### config.mk
export PLATFORM = sky130hd
export DESIGN_NAME = fwd_hazard_unit
export DESIGN_NICKNAME = d
export VERILOG_FILES = /design/src/rtl/fwd_hazard_unit.sv
export SDC_FILE = /design/constraint.sdc
export NUM_CORES = 1
export LEC_CHECK = 0
export ABC_AREA = 1
export ABC_CLOCK_PERIOD_IN_PS = 2009
export CORE_MARGIN = 5
export CORE_UTILIZATION = 42
export CTS_CLUSTER_DIAMETER = 100
export DETAILED_ROUTE_END_ITERATION = 10
export GPL_TIMING_DRIVEN = 0
export HOLD_SLACK_MARGIN = 0.08
export PLACE_DENSITY = 0.71
export SYNTH_ARGS = -nofsm -noshare
export SYNTH_HDL_FRONTEND = slang
export SYNTH_SLANG_ARGS = --single-unit
### constraint.sdc
create_clock -name clk_i -period 2.01 [get_ports clk_i]
set_input_delay 0.5025 -clock clk_i [delete_from_list [all_inputs] [get_ports clk_i]]
set_output_delay 0.5025 -clock clk_i [all_outputs]
set_load 0.1 [all_outputs]
### src/rtl/fwd_hazard_unit.sv
// Forwarding-select and load-use hazard unit driven by a shift-register scoreboard.
// Optional saturating stall counter enabled by defining FWD_STALL_CNT_EN.
module fwd_hazard_unit #(
    parameter int unsigned NUM_RS   = 2,
    parameter int unsigned DEPTH    = 2,
    parameter int unsigned REG_AW   = 5,
    parameter int unsigned LD_STAGE = 2,
    localparam int unsigned SELW    = $clog2(DEPTH + 1)
) (
    input  logic                     clk_i,
    input  logic                     rst_ni,
    input  logic                     id_valid_i,
    input  logic [NUM_RS*REG_AW-1:0] id_rs_i,
    input  logic [REG_AW-1:0]        id_rd_i,
    input  logic                     id_regwrite_i,
    input  logic                     id_is_load_i,
    input  logic                     flush_i,
    output logic                     stall_o,
`ifdef FWD_STALL_CNT_EN
    output logic [31:0]              stall_cnt_o,
`endif
    output logic [NUM_RS*SELW-1:0]   ex_fwd_sel_o
);

    logic [DEPTH:0]          valid_q;
    logic [DEPTH:0]          ld_q;
    logic [REG_AW-1:0]       rd_q [DEPTH+1];
    logic [NUM_RS*SELW-1:0]  ex_fwd_sel_q;
    logic [NUM_RS*SELW-1:0]  sel_d;
    logic [NUM_RS-1:0]       found;
    logic [NUM_RS-1:0]       hazard;
    logic                    accept;

    // Scan youngest-first; the first hit per operand decides select and hazard.
    always_comb begin
        sel_d  = '0;
        found  = '0;
        hazard = '0;
        for (int i = 0; i < int'(NUM_RS); i++) begin
            for (int s = 0; s <= int'(DEPTH); s++) begin
                if (!found[i] && valid_q[s] && (id_rs_i[i*REG_AW +: REG_AW] != '0) &&
                    (rd_q[s] == id_rs_i[i*REG_AW +: REG_AW])) begin
                    found[i] = 1'b1;
                    if (s < int'(DEPTH)) begin
                        sel_d[i*SELW +: SELW] = SELW'(s + 1);
                    end
                    if (ld_q[s] && ((s + 1) < int'(LD_STAGE))) begin
                        hazard[i] = 1'b1;
                    end
                end
            end
        end
    end

    assign stall_o      = id_valid_i & ~flush_i & (|hazard);
    assign accept       = id_valid_i & ~flush_i & ~stall_o;
    assign ex_fwd_sel_o = ex_fwd_sel_q;

    always_ff @(posedge clk_i or negedge rst_ni) begin
        if (!rst_ni) begin
            valid_q      <= '0;
            ld_q         <= '0;
            ex_fwd_sel_q <= '0;
            for (int s = 0; s <= int'(DEPTH); s++) begin
                rd_q[s] <= '0;
            end
        end else begin
            for (int s = int'(DEPTH); s > 0; s--) begin
                valid_q[s] <= valid_q[s-1];
                ld_q[s]    <= ld_q[s-1];
                rd_q[s]    <= rd_q[s-1];
            end
            valid_q[0]   <= accept & id_regwrite_i & (id_rd_i != '0);
            ld_q[0]      <= id_is_load_i;
            rd_q[0]      <= id_rd_i;
            ex_fwd_sel_q <= accept ? sel_d : '0;
        end
    end

`ifdef FWD_STALL_CNT_EN
    logic [31:0] stall_cnt_q;

    always_ff @(posedge clk_i or negedge rst_ni) begin
        if (!rst_ni) begin
            stall_cnt_q <= '0;
        end else if (stall_o && (stall_cnt_q != 32'hFFFF_FFFF)) begin
            stall_cnt_q <= stall_cnt_q + 32'd1;
        end
    end

    assign stall_cnt_o = stall_cnt_q;
`endif

endmodule

# Yosys cells after proc, flatten, opt, wreduce, memory -nomap -nowiden
# Index checks and enable logic that the tools add are counted.
dict set report classes {
  add_sub_neg 0
  mul 0
  div_mod_pow 0
  magnitude_cmp 0
  eq_ne 4
  shift 0
  mux 10
  bitwise_logic 7
  n_reduce_logical 16
}
# operator n
set ops {}
lappend ops {{$eq 5x5->1} 4}
lappend ops {{$reduce_bool 5->1} 3}
lappend ops {{$logic_and 1x1->1} 10}
lappend ops {{$mux 1} 7}
lappend ops {{$and 1x1->1} 5}
lappend ops {{$mux 2} 2}
lappend ops {{$mux 4} 1}
lappend ops {{$logic_not 1->1} 2}
lappend ops {{$not 1->1} 2}
lappend ops {{$reduce_or 2->1} 1}
dict set report totals {
  register_bits 17
  latch_bits 0
  ram_bits 0
  rom_bits 0
  inputBits 21
  wordCells 42
  mem_count 0
}

# Longest topological paths before layout
# Gate-level depths: netlist of the first run.
dict set report logic_depth {
  ltp_word 10
  mapped_depth 9
  mapped_depth_nobuf 9
}

# Worst setup path before layout of the first run
# OpenSTA, ideal clock, no wires.
dict set report synth_path {
  path_type {input to output}
  from {input id_rs_i[2]}
  to {output stall_o}
  t_arrival_ns 2.361
  setup_slack_ns -0.853
  path_stages 7
  n_path_buf 0
  cell_sequence {inv_1 > nand2_1 > nand2_1 > nand2_1 > nor2_1 > nand3_1 > a21boi_1}
}
dict set report synth_between {
  elab_chain_len 6
}
# item line_no
set synth_rtl {}
lappend synth_rtl {{from (decl)} 13} ;# input logic [NUM_RS*REG_AW-1:0] id_rs_i,
lappend synth_rtl {{$reduce_bool 5->1} n/a}
lappend synth_rtl {{$logic_and 1x1->1} 41} ;# if (!found[i] && valid_q[s] && (id_rs_i[i*REG_AW +: REG_AW] != '0) &&
lappend synth_rtl {{$logic_and 1x1->1 (*)} 41}
lappend synth_rtl {{$mux 1 (*)} 41}
lappend synth_rtl {{$reduce_or 2->1 (*)} 55} ;# assign stall_o = id_valid_i & ~flush_i & (|hazard);
lappend synth_rtl {{$and 1x1->1 (*)} 55}
lappend synth_rtl {{to (decl)} 18} ;# output logic stall_o,
# Mark *: on every way between the ends. The rest lies on a longest branch, timed or not.

# Final worst setup path of the first run
dict set report layout_path {
  from {input id_valid_i}
  to {output stall_o}
}
dict set report layout_between {
  elab_chain_len 2
}
# item line_no
set layout_rtl {}
lappend layout_rtl {{from (decl)} 12} ;# input logic id_valid_i,
lappend layout_rtl {{$and 1x1->1 (2 in a row)} 55}
# No other way between the ends.

==> Flow_metrics.wiki, run 1 <==
{| class="wikitable"
! Metric !! Value
|-
| Worst-case headroom to the max-slew limit || 36.6%
|-
| Hold buffers post-CTS || 0
|-
| Number of max-cap violations || 0
|-
| Switching portion of total power || 28.5%
|-
| Max-slew violations || 0
|-
| Count of flip-flops with a built-in enable after synthesis || 0
|-
| Number of antenna violations at the first check in global routing || 0
|-
| Peak VDD IR || ~0.42 mV
|-
| Setup repair after global routing missed its margin || true
|-
| Worst Path Required || about 1.5 ns
|-
| Via count of the first global-routing pass || 959
|-
| Number of hold violations in the final report || 0
|-
| CTS sink count || 17
|-
| Post-synthesis cell area || 985 sq um
|-
| Overall Global Routing Usage || 15.4%
|-
| Number of cells traversed by the worst register-to-register path || 8
|-
| Clock tree skew after final layout || about 0.0041 ns
|-
| Cell with the largest stage delay on the worst path || sky130_fd_sc_hd__clkdlybuf4s50_1
|-
| Clock tree from TritonCTS || done
|-
| Clk pin slew, worst setup/hold paths || 0.10 ns
|-
| Final worst setup slack || -0.191 ns
|-
| Layout Cell Area excl Fill || 1380 sq um
|-
| Sequential fraction of the synthesis area || a little over two fifths
|-
| Net count of the finished layout || 197
|-
| Worst setup slack before clock tree synthesis || -1.51 ns
|-
| Sum of buffers and inverters on the critical path || 3
|-
| Result of the run || complete, but fails checks
|-
| Initial Util || 44.1%
|-
| Longest individual stage delay on the worst path || 0.45 ns
|-
| Area overhead of the layout relative to synthesis || 40.0%
|-
| Total negative slack for setup checks || -0.191 ns
|-
| Power share of the clock group || between 20% and 30%
|-
| Number of distinct library cells after synthesis || 19
|-
| Commonest non-fill, non-tap cells in the layout || sky130_fd_sc_hd__nand2_1, sky130_fd_sc_hd__inv_1, sky130_fd_sc_hd__nor2_1, sky130_fd_sc_hd__dfrtp_1, sky130_fd_sc_hd__clkdlybuf4s50_1
|-
| Largest net degree at the start of global routing || 18
|-
| Gpl congestion || 0.865
|-
| Seq pwr share || between 50% and 60%
|-
| Combinational cell fraction of total power || a little over a fifth
|-
| Highest clock rate || between 400 and 500 MHz
|-
| Wire length of the first global-routing pass || 4010 um
|-
| Transition time at the pin with the least slew margin || approximately 0.95 ns
|-
| Maximum count of clock buffers along a single path || 2
|-
| Share of flip-flops with an asynchronous set or reset after synthesis || 100%
|-
| Placed Instance Area || between 1000 and 1500 sq um
|-
| Die ar. || 3410 sq um
|-
| Total placed cells including tap cells || 194
|-
| Die extent in x || ~60 um
|-
| Die extent in y || approximately 58 um
|-
| Number of cells traversed by the worst hold path || 0
|-
| Final period utilization || 110%
|-
| Number of rows created at floorplan || 17
|-
| Wirelength, routed || 2480 um
|-
| Signal arrival time at the worst endpoint || between 1.5 and 2 ns
|-
| Number of optimization iterations in the first detailed-route pass || 4
|-
| Power density normalized to cell area || 502 nW/um^2
|-
| Crit path kind || input pin to output port
|-
| Classification of the worst-slack hold path || flip-flop to flip-flop
|-
| Critical-path cell list || clkdlybuf4s50_1, inv_1, nor2_1, a21boi_4, buf_12
|-
| Total number of vias || 1,010
|-
| Dominant delay contributor by cell family on the critical path || buffers and inverters
|-
| Final number of setup-violating endpoints || 1
|-
| # diodes || 0
|-
| Number of DRC violations after detailed routing || 0
|-
| Time the final worst path needs with I/O delays and setup || 2.20 ns
|-
| Post-synthesis cell count || 141
|-
| Int Power || between 400 and 500 uW
|-
| Setup crit start kind || input pin
|-
| Standard cell core area || approximately 2200 sq um
|-
| Maximum fanout along the worst path || 4
|-
| Average vias per placed instance || between 4 and 5
|-
| Number of H-tree levels || 1
|-
| Initial DRC Count || 13
|-
| Number of I/O port buffers || 25
|-
| WL/cell || 12.2 um
|-
| Number of nets in the synthesized netlist || 162
|-
| Predominant post-synthesis flop cell || sky130_fd_sc_hd__dfrtp_1
|-
| Yosys warning total || 0
|-
| Reported net switching power || 197 uW
|-
| Number of top-level pins || 26
|-
| Failing checks || negative setup slack
|-
| Count of antenna-violating nets left after detailed routing || 0
|-
| Fill count || 210
|-
| Yosys reg bits || 17
|-
| Endpoint class of the critical path || output port
|-
| Cts bufs inserted || 3
|-
| Placed wire-length estimate || 1930 um
|-
| Leakage || a little over 0.7 nW
|-
| Fraction of layout instances using a drive strength above 1 || 21.7%
|-
| Clock root buffer || sky130_fd_sc_hd__clkbuf_4
|-
| Avg Inst Size Synth || 6.98 sq um
|-
| Critical Path Stages || 5
|-
| Clock latency on the worst-skew pair || 0.29 ns
|-
| Congestion Overflow GR || 0
|-
| Most common library cell in the layout ignoring fill and taps || sky130_fd_sc_hd__nand2_1
|-
| Post-layout instance count excluding filler cells || just over 200
|-
| Final Util || 61.7%
|}
## worst reg2reg max path, cell delays in order (launching register included)
cell and delay, ns:
sky130_fd_sc_hd__dfrtp_1 0.45, sky130_fd_sc_hd__buf_4 0.16, sky130_fd_sc_hd__nand2_1 0.09, sky130_fd_sc_hd__nand3_1 0.08, sky130_fd_sc_hd__nor2_2 0.11, sky130_fd_sc_hd__nand3_2 0.11, sky130_fd_sc_hd__buf_4 0.16, sky130_fd_sc_hd__nand3_2 0.09
sky130_fd_sc_hd__nor2_1 0.05
## power by group through the flow
stage	clock [mW]	sequential (mW)	combinational (mW)
floorplan	0	0.372	0.0697
global placement	0	0.374	0.137
detailed placement	0	0.375	0.140
CTS	0.183	0.369	0.140
global route	0.199	0.371	0.162
finish	0.178	0.369	0.145
## Yosys cell counts (2+ instances only)
cell | instances | area (sq um)
sky130_fd_sc_hd__inv_2 | 5 | 18.8
sky130_fd_sc_hd__nand3_1 | 4 | 20.0
sky130_fd_sc_hd__o22ai_1 | 4 | 25.0
sky130_fd_sc_hd__dfrtp_1 | 17 | 425
sky130_fd_sc_hd__nand2_1 | 48 | 180
sky130_fd_sc_hd__nand4_1 | 3 | 18.8
sky130_fd_sc_hd__xnor2_1 | 2 | 17.5
sky130_fd_sc_hd__o21ai_0 | 2 | 10.0
sky130_fd_sc_hd__nor2_1 | 17 | 63.8
sky130_fd_sc_hd__xor2_1 | 2 | 17.5
sky130_fd_sc_hd__inv_1 | 23 | 86.3
sky130_fd_sc_hd__nor2_2 | 4 | 25.0
sky130_fd_sc_hd__a21oi_1 | 2 | 10.0
sky130_fd_sc_hd__nand3_2 | 3 | 30.0
## logic make-up (layout without fill, tap and decap cells)
kind of cell    Yosys count  in the layout  share of synthesized area [%]
simple gates             81             81                           35.6
xor+xnor                  4              4                           3.56
flops                    17             17                           43.2
compound gates           11             11                           6.99
buf+inv                  28             62                           10.7
## state kept, by name, summed over array words and instances (netlist names)
register / cells
rd_q: 10
ex_fwd_sel_o: 4
valid_q: 2
ld_q: 1
## metrics by stage
step / hold slack (ns) / power [mW]
6_report: 0.424 / 0.693
5_1_grt: 0.437 / 0.732
4_1_cts: 0.422 / 0.693
3_5_place_dp: 0.399 / 0.515
3_3_place_gp: 0.396 / 0.511
2_1_floorplan: 0.207 / 0.441
## layout make-up
class | count | area [sq um] | share of cell area, %
multi-input cells | 96 | 499 | 36.2
flip-flops and latches | 17 | 427 | 30.9
repair buffers | 30 | 273 | 19.8
inverters | 28 | 118 | 8.53
well taps | 28 | 35.0 | 2.54
clock buffers | 3 | 22.5 | 1.63
clock inverters | 1 | 5.00 | 0.363
## per-layer routing
metal / share of wire [%] / GRT usage (%) / vias to the layer above
met5: 0 / 0 / -
met4: 1.0 / 5.96 / 0
met3: 6.7 / 3.51 / 2
li1: - / - / 502
met1: 42 / 18.4 / 476
met2: 50 / 26.5 / 30
## what timing repair did
item / CTS / global route
resized for setup: 32 / 10
setup endpoints to repair: 5 / 3
buffers inserted: 1 / 4
pin swaps: 2 / 8
## path summary, 6_finish.rpt
check                           start          to  slack (ns)
hold / removal             valid_q[0]  valid_q[1]        0.42
hold reg to reg            valid_q[0]  valid_q[1]        0.42
max in group asynchronous      rst_ni    rd_q[12]        0.88
setup / recovery           id_valid_i     stall_o       -0.19
setup reg to reg             rd_q[11]  valid_q[0]        0.60
min in group asynchronous      rst_ni    rd_q[14]        0.63
(Power assumes the default switching activity.)
==> run 2: changes to the inputs <==
--- a/config.mk
+++ b/config.mk
@@ -6,7 +6,6 @@
 export NUM_CORES = 1
 export LEC_CHECK = 0
 export ABC_AREA = 1
-export ABC_CLOCK_PERIOD_IN_PS = 2009
 export CORE_MARGIN = 5
 export CORE_UTILIZATION = 42
 export CTS_CLUSTER_DIAMETER = 100
==> results of run 2 <==
Same layout as run 1: the final DEF is identical, and so are final timing and power.
==> run 3: changes to the inputs <==
--- a/config.mk
+++ b/config.mk
@@ -6,7 +6,6 @@
 export NUM_CORES = 1
 export LEC_CHECK = 0
 export ABC_AREA = 1
-export CORE_MARGIN = 5
 export CORE_UTILIZATION = 42
 export CTS_CLUSTER_DIAMETER = 100
 export DETAILED_ROUTE_END_ITERATION = 10
==> run 3 against run 2 <==
  * The flow still finishes with violations (negative setup slack)
  * Clock power rose by 6%
  * Sequential power barely moved
  * Critical path depth rose by 3
  * Worst setup slack improved by 0.019 ns
  * Wire length fell by 7.3%
  * Combinational power barely moved
  * Flip-flop and latch count did not move
  * Global-route usage rose by 4.6 points
  * First-iteration DRC count rose by 77%
==> Flow_metrics.wiki, run 3 (synthesis gave the netlist of run 1 again) <==
{| class="wikitable"
! Metric !! Value
|-
| Result of the run || complete, but fails checks
|-
| Failing checks || negative setup slack
|-
| Endpoint class of the critical path || output port
|-
| Final worst hold slack || 0.426 ns
|-
| Initial Util || 44.5%
|-
| Signal arrival time at the worst endpoint || 1.68 ns
|-
| # diodes || 0
|-
| Number of max-cap violations || 0
|-
| Largest net degree at the start of global routing || 18
|-
| Max FFs per register || 10
|-
| Placed Instance Area || 1300 sq um
|-
| Via count of the first global-routing pass || 874
|-
| Wire length of the first global-routing pass || 3700 um
|-
| Average vias per placed instance || 4.69
|-
| Power share of the clock group || 26.7%
|-
| WL/cell || roughly 11 um
|-
| Combinational cell fraction of total power || 21.0%
|-
| Classification of the worst-slack hold path || flip-flop to flip-flop
|-
| Final worst setup slack || -0.172 ns
|-
| Maximum fanout along the worst path || 3
|-
| CTS sink count || 17
|-
| Fraction of layout instances using a drive strength above 1 || 22.7%
|-
| Seq pwr share || 52.3%
|-
| Layout Cell Area excl Fill || 1410 sq um
|-
| Transition time at the pin with the least slew margin || 0.954 ns
|-
| Hold buffers post-CTS || 0
|-
| Area of combinational cells with multiple inputs || 507 sq um
|-
| Most common library cell in the layout ignoring fill and taps || sky130_fd_sc_hd__nand2_1
|-
| Initial DRC Count || 23
|-
| Int Power || 499 uW
|-
| Number of DRC violations after detailed routing || 0
|-
| Total number of vias || 956
|-
| Number of top-level pins || 26
|-
| Setup repair after global routing missed its margin || true
|-
| Fill count || 212
|-
| Count of antenna-violating nets left after detailed routing || 0
|-
| Post-layout instance count excluding filler cells || 204
|-
| Reported net switching power || 206 uW
|-
| Number of H-tree levels || 1
|-
| Clock latency on the worst-skew pair || 0.30 ns
|-
| Number of I/O port buffers || 25
|-
| Overall Global Routing Usage || 19.9%
|-
| Die extent in x || 50.4 um
|-
| Peak VDD IR || roughly 0.4 mV
|-
| Clock root buffer || sky130_fd_sc_hd__clkbuf_4
|-
| Congestion Overflow GR || 0
|-
| Die extent in y || 50.4 um
|-
| Net count of the finished layout || 198
|-
| Worst Path Required || approximately 1.5 ns
|-
| Maximum count of clock buffers along a single path || 2
|-
| Register with the most flip-flops || rd_q
|-
| Number of rows created at floorplan || 17
|-
| Final number of setup-violating endpoints || 1
|-
| Cts bufs inserted || 3
|-
| Worst-case headroom to the max-slew limit || 36.6%
|-
| Area used by sequential logic in the layout || 427 sq um
|-
| Area overhead of the layout relative to synthesis || 42.9%
|-
| Time the final worst path needs with I/O delays and setup || 2.18 ns
|-
| Final period utilization || 109%
|-
| Clock tree skew after final layout || 0.00260 ns
|-
| Highest clock rate || 458 MHz
|-
| Number of optimization iterations in the first detailed-route pass || 4
|-
| Switching portion of total power || 29.2%
|-
| Crit path kind || input pin to output port
|-
| Wirelength, routed || 2300 um
|-
| Total placed cells including tap cells || 194
|-
| Max-slew violations || 0
|-
| Setup crit start kind || input pin
|-
| Power density normalized to cell area || 501 nW/um^2
|-
| Number of antenna violations at the first check in global routing || 0
|-
| Die ar. || around 2500 sq um
|-
| Number of hold violations in the final report || 0
|-
| Commonest non-fill, non-tap cells in the layout || sky130_fd_sc_hd__nand2_1, sky130_fd_sc_hd__inv_1, sky130_fd_sc_hd__dfrtp_1
|-
| Standard cell core area || 2210 sq um
|-
| Clk pin slew, worst setup/hold paths || 0.10 ns
|-
| Total Power || between 700 and 800 uW
|-
| Gpl congestion || 0.898
|-
| Clock tree from TritonCTS || done
|-
| Placed wire-length estimate || 1740 um
|-
| Leakage || 0.725 nW
|}
[run 3: changes by cell type in the layout (fill, tap and decap cells not counted), sizes merged]
cell / delta
clkdlybuf4s15: +4
clkbuf: -2
dlygate4sd2: -2
buf: +1
[run 3: final timing paths]
check                           start          to  slack, ns  cells after the start
max                        id_rs_i[5]     stall_o      -0.17                      8
min                        valid_q[0]  valid_q[1]       0.43                      0
max reg2reg                  rd_q[11]  valid_q[0]       0.64                      8
min reg2reg                valid_q[0]  valid_q[1]       0.43                      0
max in group asynchronous      rst_ni    rd_q[12]       0.89                      1
min in group asynchronous      rst_ni     rd_q[7]       0.62                      1
[run 3: repair_timing]
item / in CTS / in global routing
pin swaps: 3 / 4
resized for setup: 37 / 8
setup buffers: 1 / 5
setup endpoints to repair: 5 / 3
[run 3: metrics by stage]
step                      worst slack, ns  utilization, %  TNS [ns]
after floorplan                   -0.0461               -   -0.0461
after global placement              -1.50            58.7     -1.51
after detailed placement            -1.53            58.7     -1.59
after CTS                          -0.157            61.4    -0.157
after global routing               -0.258            63.6    -0.258
final                              -0.172            63.6    -0.172
[run 3: per-layer routing]
layer | global-route usage (%) | vias to the layer above | share of wire [%]
li1 | - | 500 | -
met1 | 24.9 | 420 | 46
met2 | 34.2 | 29 | 47
met3 | 2.73 | 7 | 4.6
met4 | 8.33 | 0 | 2.2
met5 | 0 | - | 0
[run 3: area by class of cell]
type | count | share of cell area (%)
clock inverters | 1 | 0.356
inverters | 28 | 8.36
clock buffers | 3 | 1.60
flip-flops and latches | 17 | 30.3
multi-input cells | 96 | 36.0
well taps | 28 | 2.49
repair buffers | 31 | 20.9
[run 3: worst max-delay path: stages]
cell and delay (ns):
sky130_fd_sc_hd__dlygate4sd2_1 0.25, sky130_fd_sc_hd__inv_2 0.06, sky130_fd_sc_hd__nand2_1 0.09, sky130_fd_sc_hd__nand3_2 0.11
sky130_fd_sc_hd__nor2_4 0.17, sky130_fd_sc_hd__nand3_4 0.11, sky130_fd_sc_hd__a21boi_4 0.19, sky130_fd_sc_hd__buf_12 0.19
[run 3: power by group through the flow]
stage | combinational [mW] | clock [mW] | sequential (mW)
final | 0.148 | 0.188 | 0.369
after global routing | 0.166 | 0.204 | 0.370
after CTS | 0.139 | 0.192 | 0.369
after detailed placement | 0.138 | 0 | 0.375
after global placement | 0.137 | 0 | 0.374
after floorplan | 0.0697 | 0 | 0.372
